==> config.mk <==
export PLATFORM = sky130hd
export DESIGN_NAME = exc_ctrl_flat
export DESIGN_NICKNAME = d
export VERILOG_FILES = /design/src/rtl/exc_pkg.sv /design/src/rtl/exc_ctrl_if.sv /design/src/rtl/exc_prio_enc.sv /design/src/rtl/exc_ctrl.sv /design/src/flat_wrapper.sv
export SDC_FILE = /design/constraint.sdc
export NUM_CORES = 1
export LEC_CHECK = 0
export ABC_CLOCK_PERIOD_IN_PS = 2400
export CAP_MARGIN = 40
export CORE_AREA = 2 2 108 110
export DETAILED_ROUTE_END_ITERATION = 10
export DIE_AREA = 0 0 110 112
export PLACE_DENSITY_LB_ADDON = 0.2
export SYNTH_ARGS = -nofsm -noshare
export SYNTH_HDL_FRONTEND = slang
export SYNTH_SLANG_ARGS = --single-unit
export TNS_END_PERCENT = 20
==> constraint.sdc <==
create_clock -name clk -period 2.4 [get_ports clk]
set_clock_uncertainty 0.1 [all_clocks]
set_input_delay 0.24 -clock clk [delete_from_list [all_inputs] [get_ports clk]]
set_output_delay 0.24 -clock clk [all_outputs]
set_load 0.005 [all_outputs]
==> src/rtl/exc_pkg.sv <==
// exc_pkg: exception flag layout, cp0 ExcCodes, default vectors and FSM states
package exc_pkg;
    // mem_exc[6:0] are one-hot fetch/decode/execute flags; mem_exc[9:7] encodes
    // the single data-side fault together with its load/store qualifier.
    localparam int EXC_W       = 10;
    localparam int B_IF_ADEL   = 0;
    localparam int B_IF_REFILL = 1;
    localparam int B_IF_INV    = 2;
    localparam int B_RI        = 3;
    localparam int B_OV        = 4;
    localparam int B_SYS       = 5;
    localparam int B_BP        = 6;
    localparam int B_DATA      = 7;

    localparam logic [2:0] D_NONE     = 3'd0;
    localparam logic [2:0] D_ADEL     = 3'd1;
    localparam logic [2:0] D_ADES     = 3'd2;
    localparam logic [2:0] D_REFILL_L = 3'd3;
    localparam logic [2:0] D_REFILL_S = 3'd4;
    localparam logic [2:0] D_INV_L    = 3'd5;
    localparam logic [2:0] D_INV_S    = 3'd6;
    localparam logic [2:0] D_MOD      = 3'd7;

    localparam logic [4:0] C_INT  = 5'd0;
    localparam logic [4:0] C_MOD  = 5'd1;
    localparam logic [4:0] C_TLBL = 5'd2;
    localparam logic [4:0] C_TLBS = 5'd3;
    localparam logic [4:0] C_ADEL = 5'd4;
    localparam logic [4:0] C_ADES = 5'd5;
    localparam logic [4:0] C_SYS  = 5'd8;
    localparam logic [4:0] C_BP   = 5'd9;
    localparam logic [4:0] C_RI   = 5'd10;
    localparam logic [4:0] C_OV   = 5'd12;

    localparam logic [31:0] VEC_REFILL_DEF  = 32'hBFC0_0200;
    localparam logic [31:0] VEC_GENERAL_DEF = 32'hBFC0_0380;

    typedef enum logic {IDLE, FLUSH} state_t;
endpackage

==> src/rtl/exc_ctrl_if.sv <==
// exc_ctrl_if: MEM-stage/cp0 inputs and cp0 write, flush and redirect outputs
interface exc_ctrl_if;
    logic                       mem_valid;
    logic [31:0]                mem_pc;
    logic                       mem_bd;
    logic [exc_pkg::EXC_W-1:0]  mem_exc;
    logic [31:0]                mem_daddr;
    logic                       mem_eret;
    logic [7:0]                 interrupt_flag;
    logic                       allow_int;
    logic                       in_exl;
    logic [31:0]                epc;
    logic                       en_exp_i;
    logic                       exp_bd;
    logic [31:0]                exp_epc;
    logic [4:0]                 exp_code;
    logic [31:0]                exp_badvaddr;
    logic                       exp_badvaddr_we;
    logic                       clear_exl;
    logic                       flush;
    logic                       redirect_valid;
    logic [31:0]                redirect_pc;
    logic                       busy;

    modport slave (
        input  mem_valid, mem_pc, mem_bd, mem_exc, mem_daddr, mem_eret,
        input  interrupt_flag, allow_int, in_exl, epc,
        output en_exp_i, exp_bd, exp_epc, exp_code, exp_badvaddr, exp_badvaddr_we,
        output clear_exl, flush, redirect_valid, redirect_pc, busy
    );

    modport master (
        output mem_valid, mem_pc, mem_bd, mem_exc, mem_daddr, mem_eret,
        output interrupt_flag, allow_int, in_exl, epc,
        input  en_exp_i, exp_bd, exp_epc, exp_code, exp_badvaddr, exp_badvaddr_we,
        input  clear_exl, flush, redirect_valid, redirect_pc, busy
    );
endinterface

==> src/rtl/exc_prio_enc.sv <==
// exc_prio_enc: picks the highest-priority cause and its cp0 attributes
module exc_prio_enc
    import exc_pkg::*;
(
    input  logic [EXC_W-1:0] i_mem_exc,
    input  logic             i_int_pend,
    output logic             o_hit,
    output logic [4:0]       o_code,
    output logic             o_is_refill,
    output logic             o_is_ifetch,
    output logic             o_bvaddr_we
);
    logic [2:0] w_d;

    assign w_d = i_mem_exc[B_DATA +: 3];

    // fixed priority chain, interrupt first, data-side faults last
    always_comb begin
        o_hit       = i_int_pend | (|i_mem_exc);
        o_code      = C_INT;
        o_is_refill = 1'b0;
        o_is_ifetch = 1'b0;
        o_bvaddr_we = 1'b0;
        if (i_int_pend) begin
            o_code = C_INT;
        end else if (i_mem_exc[B_IF_ADEL] | i_mem_exc[B_IF_REFILL] | i_mem_exc[B_IF_INV]) begin
            o_code      = i_mem_exc[B_IF_ADEL] ? C_ADEL : C_TLBL;
            o_is_refill = ~i_mem_exc[B_IF_ADEL] & i_mem_exc[B_IF_REFILL];
            o_is_ifetch = 1'b1;
            o_bvaddr_we = 1'b1;
        end else if (i_mem_exc[B_RI]) begin
            o_code = C_RI;
        end else if (i_mem_exc[B_OV]) begin
            o_code = C_OV;
        end else if (i_mem_exc[B_SYS]) begin
            o_code = C_SYS;
        end else if (i_mem_exc[B_BP]) begin
            o_code = C_BP;
        end else if (w_d != D_NONE) begin
            o_code      = w_d == D_ADEL ? C_ADEL :
                          w_d == D_ADES ? C_ADES :
                          (w_d == D_REFILL_L || w_d == D_INV_L) ? C_TLBL :
                          (w_d == D_REFILL_S || w_d == D_INV_S) ? C_TLBS : C_MOD;
            o_is_refill = (w_d == D_REFILL_L) || (w_d == D_REFILL_S);
            o_bvaddr_we = 1'b1;
        end
    end
endmodule

==> src/rtl/exc_ctrl.sv <==
// exc_ctrl: exception/ERET commit to cp0, pipeline flush and PC redirect
module exc_ctrl
    import exc_pkg::*;
#(
    parameter int          FLUSH_CYCLES = 2,
    parameter logic [31:0] VEC_REFILL   = VEC_REFILL_DEF,
    parameter logic [31:0] VEC_GENERAL  = VEC_GENERAL_DEF
) (
    input logic       clk,
    input logic       rst,
    exc_ctrl_if.slave bus
);
    localparam int            CW       = $clog2(FLUSH_CYCLES + 1);
    localparam logic [CW-1:0] CNT_INIT = CW'(FLUSH_CYCLES);

    state_t        r_state, w_state_nxt;
    logic [CW-1:0] r_cnt, w_cnt_nxt;
    logic          r_int_pend;
    logic          w_hit, w_is_refill, w_is_ifetch, w_bva_we;
    logic [4:0]    w_code;
    logic          w_det, w_exc;
    logic [31:0]   w_epc, w_vec;
    logic          r_en_exp, r_clear_exl, r_exp_bd, r_bva_we, r_redirect_valid;
    logic [4:0]    r_exp_code;
    logic [31:0]   r_exp_epc, r_bva, r_redirect_pc;

    exc_prio_enc u_enc (
        .i_mem_exc   (bus.mem_exc),
        .i_int_pend  (r_int_pend),
        .o_hit       (w_hit),
        .o_code      (w_code),
        .o_is_refill (w_is_refill),
        .o_is_ifetch (w_is_ifetch),
        .o_bvaddr_we (w_bva_we)
    );

    assign w_det = ~rst & (r_state == IDLE) & bus.mem_valid &
                   ((|bus.mem_exc) | r_int_pend | bus.mem_eret);
    assign w_exc = w_det & w_hit;
    assign w_epc = bus.mem_bd ? bus.mem_pc - 32'd4 : bus.mem_pc;
    assign w_vec = (w_is_refill & ~bus.in_exl) ? VEC_REFILL : VEC_GENERAL;

    assign bus.flush           = ~rst & (w_det | (r_state == FLUSH));
    assign bus.busy            = ~rst & (r_state == FLUSH);
    assign bus.en_exp_i        = r_en_exp;
    assign bus.clear_exl       = r_clear_exl;
    assign bus.exp_bd          = r_exp_bd;
    assign bus.exp_code        = r_exp_code;
    assign bus.exp_epc         = r_exp_epc;
    assign bus.exp_badvaddr    = r_bva;
    assign bus.exp_badvaddr_we = r_bva_we;
    assign bus.redirect_valid  = r_redirect_valid;
    assign bus.redirect_pc     = r_redirect_pc;

    // state, flush countdown and interrupt-pending registers
    always_ff @(posedge clk) begin
        if (rst) begin
            r_state    <= IDLE;
            r_cnt      <= '0;
            r_int_pend <= 1'b0;
        end else begin
            r_state    <= w_state_nxt;
            r_cnt      <= w_cnt_nxt;
            r_int_pend <= bus.allow_int & (|bus.interrupt_flag);
        end
    end

    // IDLE waits for a detect; FLUSH counts down and ignores the pipeline
    always_comb begin
        w_state_nxt = r_state;
        w_cnt_nxt   = r_cnt;
        if (r_state == IDLE) begin
            w_state_nxt = w_det ? FLUSH : IDLE;
            w_cnt_nxt   = w_det ? CNT_INIT : r_cnt;
        end else begin
            w_cnt_nxt   = r_cnt - CW'(1);
            w_state_nxt = (r_cnt == CW'(1)) ? IDLE : FLUSH;
        end
    end

    // one-cycle commit pulses and payload, zero whenever nothing is committed
    always_ff @(posedge clk) begin
        if (rst) begin
            r_en_exp         <= 1'b0;
            r_clear_exl      <= 1'b0;
            r_exp_bd         <= 1'b0;
            r_exp_code       <= '0;
            r_exp_epc        <= '0;
            r_bva            <= '0;
            r_bva_we         <= 1'b0;
            r_redirect_valid <= 1'b0;
            r_redirect_pc    <= '0;
        end else begin
            r_en_exp         <= w_exc;
            r_clear_exl      <= w_det & ~w_hit;
            r_exp_bd         <= w_exc & bus.mem_bd & ~bus.in_exl;
            r_exp_code       <= w_exc ? w_code : '0;
            r_exp_epc        <= w_exc ? (bus.in_exl ? bus.epc : w_epc) : '0;
            r_bva            <= (w_exc & w_bva_we) ? (w_is_ifetch ? bus.mem_pc : bus.mem_daddr) : '0;
            r_bva_we         <= w_exc & w_bva_we;
            r_redirect_valid <= w_det;
            r_redirect_pc    <= w_exc ? w_vec : (w_det ? bus.epc : '0);
        end
    end
endmodule

==> src/flat_wrapper.sv <==
// flat-port wrapper written by rule: the top's interface ports become plain ports
module exc_ctrl_flat import exc_pkg::*;
#(
    parameter int          FLUSH_CYCLES = 2,
    parameter logic [31:0] VEC_REFILL   = VEC_REFILL_DEF,
    parameter logic [31:0] VEC_GENERAL  = VEC_GENERAL_DEF
)
  (clk, rst, bus_mem_valid, bus_mem_pc, bus_mem_bd, bus_mem_exc, bus_mem_daddr, bus_mem_eret, bus_interrupt_flag, bus_allow_int, bus_in_exl, bus_epc, bus_en_exp_i, bus_exp_bd, bus_exp_epc, bus_exp_code, bus_exp_badvaddr, bus_exp_badvaddr_we, bus_clear_exl, bus_flush, bus_redirect_valid, bus_redirect_pc, bus_busy);
  exc_ctrl_if bus_i ();
  input logic clk;
  input logic rst;
  input wire logic [$bits(bus_i.mem_valid)-1:0] bus_mem_valid;
  input wire logic [$bits(bus_i.mem_pc)-1:0] bus_mem_pc;
  input wire logic [$bits(bus_i.mem_bd)-1:0] bus_mem_bd;
  input wire logic [$bits(bus_i.mem_exc)-1:0] bus_mem_exc;
  input wire logic [$bits(bus_i.mem_daddr)-1:0] bus_mem_daddr;
  input wire logic [$bits(bus_i.mem_eret)-1:0] bus_mem_eret;
  input wire logic [$bits(bus_i.interrupt_flag)-1:0] bus_interrupt_flag;
  input wire logic [$bits(bus_i.allow_int)-1:0] bus_allow_int;
  input wire logic [$bits(bus_i.in_exl)-1:0] bus_in_exl;
  input wire logic [$bits(bus_i.epc)-1:0] bus_epc;
  output wire logic [$bits(bus_i.en_exp_i)-1:0] bus_en_exp_i;
  output wire logic [$bits(bus_i.exp_bd)-1:0] bus_exp_bd;
  output wire logic [$bits(bus_i.exp_epc)-1:0] bus_exp_epc;
  output wire logic [$bits(bus_i.exp_code)-1:0] bus_exp_code;
  output wire logic [$bits(bus_i.exp_badvaddr)-1:0] bus_exp_badvaddr;
  output wire logic [$bits(bus_i.exp_badvaddr_we)-1:0] bus_exp_badvaddr_we;
  output wire logic [$bits(bus_i.clear_exl)-1:0] bus_clear_exl;
  output wire logic [$bits(bus_i.flush)-1:0] bus_flush;
  output wire logic [$bits(bus_i.redirect_valid)-1:0] bus_redirect_valid;
  output wire logic [$bits(bus_i.redirect_pc)-1:0] bus_redirect_pc;
  output wire logic [$bits(bus_i.busy)-1:0] bus_busy;
  assign bus_i.mem_valid = bus_mem_valid;
  assign bus_i.mem_pc = bus_mem_pc;
  assign bus_i.mem_bd = bus_mem_bd;
  assign bus_i.mem_exc = bus_mem_exc;
  assign bus_i.mem_daddr = bus_mem_daddr;
  assign bus_i.mem_eret = bus_mem_eret;
  assign bus_i.interrupt_flag = bus_interrupt_flag;
  assign bus_i.allow_int = bus_allow_int;
  assign bus_i.in_exl = bus_in_exl;
  assign bus_i.epc = bus_epc;
  assign bus_en_exp_i = bus_i.en_exp_i;
  assign bus_exp_bd = bus_i.exp_bd;
  assign bus_exp_epc = bus_i.exp_epc;
  assign bus_exp_code = bus_i.exp_code;
  assign bus_exp_badvaddr = bus_i.exp_badvaddr;
  assign bus_exp_badvaddr_we = bus_i.exp_badvaddr_we;
  assign bus_clear_exl = bus_i.clear_exl;
  assign bus_flush = bus_i.flush;
  assign bus_redirect_valid = bus_i.redirect_valid;
  assign bus_redirect_pc = bus_i.redirect_pc;
  assign bus_busy = bus_i.busy;
  exc_ctrl #(.FLUSH_CYCLES(FLUSH_CYCLES), .VEC_REFILL(VEC_REFILL), .VEC_GENERAL(VEC_GENERAL)) u_core (.clk(clk), .rst(rst), .bus(bus_i));
endmodule
# ---- Word level (Yosys, flattened, before mapping)
# Cells that the tools add are included.
dict set report op_classes {
  n_mux 38
  addsub 2
  bitwise_logic 25
  reduce_logical 10
  eq_ne 7
}
# operator count
set op_table {}
lappend op_table {{2-to-1 mux 32 bit} 5}
lappend op_table {{subtractor 32 x 3 -> 32 bit (second input constant)} 1}
lappend op_table {{2-to-1 mux 4 bit} 5}
lappend op_table {{2-to-1 mux 1 bit} 19}
lappend op_table {{AND 1 bit} 13}
lappend op_table {{2-to-1 mux 3 bit} 4}
lappend op_table {{OR reduction 10 bit} 1}
lappend op_table {{== test 3 bit (second input constant)} 3}
lappend op_table {{2-to-1 mux 9 bit} 1}
lappend op_table {{2-to-1 mux 2 bit} 4}
lappend op_table {{OR reduction 8 bit} 1}
lappend op_table {{NOT 1 bit} 7}
lappend op_table {{== test 3 x 2 -> 1 bit (second input constant)} 2}
lappend op_table {{bitwise OR 1 bit} 5}
lappend op_table {{OR reduction 2 bit} 2}
lappend op_table {{== test 3 x 1 -> 1 bit (second input constant)} 1}
lappend op_table {{logical OR 1 bit} 3}
lappend op_table {{nonzero test 3 bit} 1}
lappend op_table {{OR reduction 3 bit} 1}
lappend op_table {{== test 2 x 1 -> 1 bit (second input constant)} 1}
lappend op_table {{nonzero test 2 bit} 1}
lappend op_table {{subtractor 2 x 1 -> 2 bit (second input constant)} 1}
dict set report totals {
  out_inout_bits 108
  in_bits 121
  regBits 110
  elab_cells 94
}

# ---- Logic depth before layout (Yosys ltp)
# Gate-level depths: netlist of the first run.
dict set report logic_depth {
  depth_word 12
  mapped_depth 7
}

# ---- Hierarchy
# From an unflattened synthesis of the first run, not the netlist that was laid out.
dict set report unflattened {
  hier_cells 458
  hier_area_um2 4365.4
}
# module seq_area_each_um2 area_per_inst_um2 cells_per_inst instances
set modules_own_cells {}
lappend modules_own_cells {exc_ctrl 2202.1 4161.5 425 1}
lappend modules_own_cells {exc_prio_enc 0.0 203.9 33 1}

# ---- Worst setup path after synthesis of the first run
# Ideal clock, no wire load.
dict set report synth_timing {
  kind {input-to-output}
  startpoint {input bus_mem_exc[3]}
  endpoint {output bus_flush}
  stages 5
  path_slack_ns 0.419
  required_ns 2.060
  arrival_time_ns 1.641
  path_cell_list {or4_4 -> o41ai_4 -> inv_2 -> nor3_2 -> nor2_1}
}
dict set report synth_between {
  elab_chain_cells 6
}
# element line_no
set synth_rtl {}
lappend synth_rtl {{from (decl)} flat_wrapper.sv:15} ;# input wire logic [$bits(bus_i.mem_exc)-1:0] bus_mem_exc;
lappend synth_rtl {{OR reduction 10 bit} exc_ctrl.sv:38} ;# ((|bus.mem_exc) | r_int_pend | bus.mem_eret);
lappend synth_rtl {{bitwise OR 1 bit (2 in a row)} exc_ctrl.sv:38}
lappend synth_rtl {{AND 1 bit} exc_ctrl.sv:37} ;# assign w_det = ~rst & (r_state == IDLE) & bus.mem_valid &
lappend synth_rtl {{bitwise OR 1 bit} exc_ctrl.sv:43} ;# assign bus.flush = ~rst & (w_det | (r_state == FLUSH));
lappend synth_rtl {{AND 1 bit} exc_ctrl.sv:43}
lappend synth_rtl {{to (decl)} flat_wrapper.sv:29} ;# output wire logic [$bits(bus_i.flush)-1:0] bus_flush;
# No other way between the ends.

# ---- Final worst setup path of the first run
dict set report layout_timing {
  startpoint {input bus_mem_exc[1]}
  endpoint {output bus_flush}
}
# Same word-level chain as after synthesis.

==> flow_metrics.tcl, run 1 <==
set metrics [dict create \
    seqCellArea_mm2 0.002182 \
    drt_drc_violations_left 0 \
    static-leakage-power_uw 0.002929 \
    ir_worst_vdd_v 0.0004232 \
    period_utilization_pct 95.50 \
    crit_type "in -> out" \
    gp_congestion 0.8876 \
    synth_area_per_cell_um2 8.709 \
    core-area_mm2 0.01117 \
    fillCellCount 978 \
    timing.critical_path.arrival_ps 1950 \
    powerDensity_mw_per_mm2 574.5 \
    synth_adder_area_share_pct 0.5924 \
    htree_levels 3 \
    areaGrowthSynthToFinish_pct 73.49 \
    vias_per_cell 4.953 \
    setup_viol 0 \
    fin_nets 871 \
    least_margin_pin_slew_ps 767.9 \
    hold_path.class "in -> reg" \
    synth.net_count 608 \
    max_slew_margin_pct 48.80 \
    hold_path_depth 5 \
    drt_pass1_iterations 5 \
    maximum_number_of_pins_on_one_net_before_global_route_repair 44 \
    maxCapViolations 0 \
    finalCriticalPeriod_ps 2292 \
    dp.final_hpwl_mm 10.79 \
    dieArea_mm2 0.01232 \
    timing.critical_path.from_type "input port" \
    ff2ff_path_depth 5 \
    outcome "complete, no violations" \
    grt_pass1_vias 4432 \
    seq_area_frac_synth_pct 51.66 \
    die_x_um 110 \
    number_of_distinct_library_cells_after_synthesis 40 \
    hold_slack_ps 265.6 \
    postRouteAntennaNets 0 \
    drtIter0Drc 187 \
    clock_latency_at_the_later_pin_of_the_worst_skew_pair_ps 330 \
    synth_simple_gate_area_share_pct 22.90 \
    synth-xor-area-share_pct 6.220 \
    timing_max_transition_violations_final 0 \
    clock_tree.buffer_depth 2 \
    port-buffer-count 227 \
    final_cell_mix "clkdlybuf4s50_1, dfxtp_1, nand2_1, a21oi_1, buf_4" \
    ys_ff_latch 109 \
    clock_sink_count 109 \
    critical_path.endpoint_type "primary output" \
    vias 4433 \
    unrepaired_setup_endpoints_after_global_routing "false" \
    initial_core_util_pct 37.80 \
    totalPowerFinal_uw 4210 \
    yosys-mux-area-fraction_pct 1.451 \
    tritoncts.num_buffers 9 \
    summed_negative_setup_slack_over_all_endpoints_ps 0 \
    die_h_um 112 \
    grtUsageTotal_pct 22.33 \
    antennaDiodeCount 0 \
    holdBufCountCts 0 \
    grt_pass1_wl_mm 21.37 \
    cts.clk_slew.worst_paths_ps 60 \
    minimum_setup_slack_in_the_final_design_ps 108.0 \
    clockRootBuffer "clkbuf_16" \
    netlist_area_mm2 0.004224 \
    worst-path-max-fanout 2 \
    main_combinational_cell_family_by_area_after_synthesis "simple AND/OR/NAND/NOR gates" \
    layout_cells_sized_above_1_pct 10.51 \
    synth-compound-area-share_pct 13.68 \
    floorplan.io_pins 229 \
    average_detailed_routed_wire_length_per_instance_um 15.79 \
    grt-ovfl-total 0 \
    crit_required_ps 2060 \
    mostFrequentLayoutCell "clkdlybuf4s50_1" \
    syn-instance-count 485 \
    antenna_found_initial 0 \
    ys.warnings.count 0 \
    clock.fmax_ghz 0.4363 \
    std_cell_rows 39 \
    timing.final.hold_violations 0 \
    tritoncts_clock_tree "built" \
    multi_input_comb_area_mm2 0.001918 \
    finalCoreUtilization_pct 65.58 \
    drt_wl_total_mm 14.13 \
    placement.setup.worst_slack_ps -299.4 \
]
metrics by stage:
| step | instance area (um^2) | std cells |
|---|---|---|
| finish | 7328 | 895 |
| global route | 7328 | 895 |
| CTS | 7295 | 894 |
| detailed placement | 6980 | 879 |
| global placement | 6965 | 878 |
| floorplan | 4224 | 485 |
kinds of logic (layout without fill, tap and decap cells):
| family | Yosys count | in the layout |
|---|---|---|
| xor+xnor | 30 | 30 |
| simple gates | 196 | 196 |
| compound gates | 104 | 104 |
| other cells | 1 | 1 |
| fa+ha+maj | 2 | 2 |
| flops | 109 | 109 |
| buf+inv | 37 | 304 |
| mux | 6 | 6 |
area by class of cell:
| type | instances | share of cell area [%] |
|---|---|---|
| repair buffers | 279 | 36.79 |
| flip-flops and latches | 109 | 29.78 |
| multi-input cells | 339 | 26.17 |
| clock buffers | 11 | 3.312 |
| well taps | 143 | 2.442 |
| clock inverters | 4 | 0.9903 |
| inverters | 10 | 0.5122 |
timing repair:
action / in CTS / in global routing
gates resized for setup: 1 / 8
setup endpoints to repair: 1 / 1
setup buffers: 0 / 1
pin swaps: 3 / 4
gates cloned: 0 / 0
report_power, final:
part	switching, uW	internal [uW]	total [uW]
registers	28.3	1890	1910
logic	294	437	732
clock network	629	936	1570
cells in the mapped netlist:
master,number,share of area [%]
ha_1,2,0.59
nand2b_1,4,0.59
xor2_1,5,1.0
nor4bb_1,1,0.24
nor4_1,16,2.4
nor3_1,21,2.5
nand4_1,3,0.44
nand3_1,2,0.24
xnor2_1,25,5.2
conb_1,1,0.089
nand2_1,79,7.0
a21o_1,8,1.4
nor3_2,1,0.24
mux2_2,1,0.27
buf_2,1,0.12
o41ai_4,1,0.65
o41ai_1,1,0.21
nor2b_1,2,0.30
dfxtp_1,109,52
or3_1,8,1.2
nor4b_1,2,0.41
and3_1,1,0.15
o21a_1,1,0.18
nor4b_4,1,0.56
or2_2,3,0.44
mux2i_1,5,1.2
o21ai_0,23,2.7
nor3b_1,1,0.18
nor2_1,28,2.5
or4_1,1,0.18
or4_4,1,0.27
o22ai_1,1,0.15
inv_1,9,0.80
a31o_2,1,0.21
a2111oi_0,1,0.21
and2_1,21,3.1
buf_4,1,0.18
a21oi_1,67,7.9
inv_2,1,0.089
clkbuf_1,25,2.2
worst paths after layout:
kind / endpoint / slack [ps] / startpoint
worst max-delay path: bus_flush / 110 / bus_mem_exc[1]
worst min-delay path: u_core.bus.exp_code[2] / 270 / bus_mem_exc[3]
worst max register to register: u_core.bus.exp_badvaddr[18] / 500 / u_core.r_state
worst min register to register: u_core.r_cnt[0] / 450 / u_core.r_cnt[0]
critical path: stages:
cell             delay [ps]
clkdlybuf4s50_1         420
or3_1                   440
o41ai_4                 260
inv_2                   100
nor3_4                  180
nor2_1                   50
dlygate4sd2_1           260
metal layers:
metal	track usage (%)	part of all wire, %	vias to the layer above
met2	38.90	50	199
met3	5.796	9.2	19
met5	0	0	-
met4	7.511	1.5	0
li1	-	-	2163
met1	26.20	39	2052
flip-flops by register name, indices dropped and copies added, names as in the netlist:
register	flops
u_core.r_state	1
u_core.bus.exp_bd	1
u_core.bus.exp_epc	32
u_core.bus.redirect_valid	1
u_core.bus.exp_badvaddr_we	1
u_core.bus.clear_exl	1
u_core.r_int_pend	1
u_core.r_cnt	2
u_core.bus.redirect_pc	32
u_core.bus.en_exp_i	1
u_core.bus.exp_badvaddr	32
u_core.bus.exp_code	4
(Power assumes the default switching activity.)
==> run 2: changes to the inputs <==
Settings changed: PLACE_DENSITY set to 0.79, PLACE_DENSITY_LB_ADDON 0.2 to not set.
==> run 2 against run 1 <==
Net effect:
- first-iteration DRC count down 12%
- power down 0.69%
- utilization up 0.067 points
- clock power down 3%
- register-to-register slack worse by 120 ps
- via count up 1.1%
- sequential share of layout area about the same
- final cell count up 0.34%
- clock-buffer cell count down 2
- critical endpoint is now u_core.bus.exp_epc[16]
- largest cell class unchanged
==> flow_metrics.tcl, run 2 (synthesis gave the netlist of run 1 again) <==
set metrics [dict create \
    outcome "complete, no violations" \
    period_utilization_pct 93.89 \
    totalPowerFinal_uw 4181 \
    tritoncts.num_buffers 9 \
    maxCapViolations 0 \
    crit_type "in -> reg" \
    drt_pass1_iterations 4 \
    regToRegStartpoint "u_core.r_state" \
    post-route-cell-area_mm2 0.007336 \
    setup_viol 0 \
    r2r_slack_ps 380 \
    ff2ff_path_depth 10 \
    port-buffer-count 227 \
    timing_max_transition_violations_final 0 \
    hold_slack_ps 240.1 \
    clock_tree.buffer_depth 2 \
    static-leakage-power_uw 0.002923 \
    hold_path_depth 5 \
    holdBufCountCts 0 \
    critical_path.endpoint_type "flip-flop" \
    dieArea_mm2 0.01232 \
    finalCoreUtilization_pct 65.65 \
    critical_path.reg2reg.endpoint "u_core.bus.exp_epc[20]" \
    initial_core_util_pct 37.80 \
    mostFrequentLayoutCell "clkdlybuf4s50_1" \
    std_cell_rows 39 \
    unrepaired_setup_endpoints_after_global_routing "false" \
    grt-ovfl-total 0 \
    hold_path.class "in -> reg" \
    antenna_found_initial 0 \
    fin_nets 873 \
    timing.critical_path.arrival_ps 2370 \
    htree_levels 3 \
    areaGrowthSynthToFinish_pct 73.67 \
    detailed_place.area_mm2 0.006973 \
    clock_sink_count 109 \
    layout_cells_sized_above_1_pct 11.52 \
    worst-path-max-fanout 32 \
    hold_start "bus_mem_exc[3]" \
    powerDensity_mw_per_mm2 570.0 \
    least_margin_pin_slew_ps 553.7 \
    dp.final_hpwl_mm 11.25 \
    finalCriticalPeriod_ps 2253 \
    cts.clk_slew.worst_paths_ps 70 \
    grtUsageTotal_pct 23.43 \
    critical_path.startpoint "bus_mem_exc[0]" \
    worst_hold_path.endpoint "u_core.bus.exp_code[0]" \
    die_x_um 110 \
    crit_required_ps 2520 \
    vias 4483 \
    average_detailed_routed_wire_length_per_instance_um 16.22 \
    vias_per_cell 4.992 \
    postRouteAntennaNets 0 \
    clock.fmax_ghz 0.4438 \
    drt_drc_violations_left 0 \
    grt_pass1_wl_mm 22.09 \
    clock_latency_at_the_later_pin_of_the_worst_skew_pair_ps 350 \
    antennaDiodeCount 0 \
    drt_wl_total_mm 14.56 \
    tritoncts_clock_tree "built" \
    timing.final.hold_violations 0 \
    max_slew_margin_pct 63.05 \
    summed_negative_setup_slack_over_all_endpoints_ps 0 \
    gp_congestion 0.8853 \
    clockRootBuffer "clkbuf_16" \
    die_h_um 112 \
    core-area_mm2 0.01117 \
    floorplan.io_pins 229 \
    timing.critical_path.from_type "input port" \
    maximum_number_of_pins_on_one_net_before_global_route_repair 44 \
    grt_pass1_vias 4504 \
    ir_worst_vdd_v 0.0003188 \
    final_cell_mix "clkdlybuf4s50_1, dfxtp_1, nand2_1, a21oi_1, buf_4" \
    drtIter0Drc 164 \
]
## run 2: cell types whose count changed in the layout (fill, tap and decap cells not counted), moves of 2 or more
| cell | previous run | this run |
|---|---|---|
| o21ai_2 | 0 | 2 |
| clkinv_4 | 0 | 2 |
| buf_4 | 50 | 53 |
| inv_6 | 0 | 3 |
| o21ai_1 | 0 | 3 |
| o21ai_0 | 23 | 18 |
## run 2: worst max-delay path by stage
stage               depth (start not counted)                      to
global placement                            7               bus_flush
floorplan                                   5               bus_flush
detailed placement                          7               bus_flush
CTS                                        12  u_core.bus.exp_epc[16]
finish                                     10  u_core.bus.exp_epc[16]
global route                                8  u_core.bus.exp_epc[31]
## run 2: report_power, final
part           switching (uW)  internal (uW)
logic                     304            441
registers                26.6           1880
clock network             701            825
total                    1030           3150
## run 2: metal layers
| layer | global-route usage, % | vias up | share of wire [%] |
|---|---|---|---|
| met4 | 8.186 | 0 | 2.6 |
| met2 | 42.00 | 197 | 51 |
| met1 | 25.47 | 2085 | 37 |
| met5 | 0 | - | 0 |
| met3 | 7.436 | 32 | 9.2 |
| li1 | - | 2169 | - |
## run 2: area by class of cell
cell class	count	area [um^2]
multi-input combinational	339	1933
fill	922	3839
clock inverter	7	81.33
inverter	10	37.54
sequential	109	2182
tap	143	178.9
clock buffer	9	225.2
timing repair buffer	281	2698
## run 2: timing repair
item	in CTS	in global routing
setup endpoints to repair	1	33
setup buffers	5	0
gates resized for setup	10	11
pin swaps	3	5
## run 2: worst max-delay path, stage by stage
cell and delay (ps):
clkdlybuf4s50_1 420, or3_4 400, o41ai_4 390, inv_2 100, buf_4 140, buf_4 120
buf_4 120, buf_4 230, o21ai_1 130, a21oi_1 60
## run 2: metrics by stage
stage | setup slack, ps | instances
after CTS | -0.4634 | 900
after floorplan | 418.9 | 485
after detailed placement | -332.4 | 879
after global placement | -308.7 | 879
final | 146.7 | 898
after global routing | 47.40 | 898
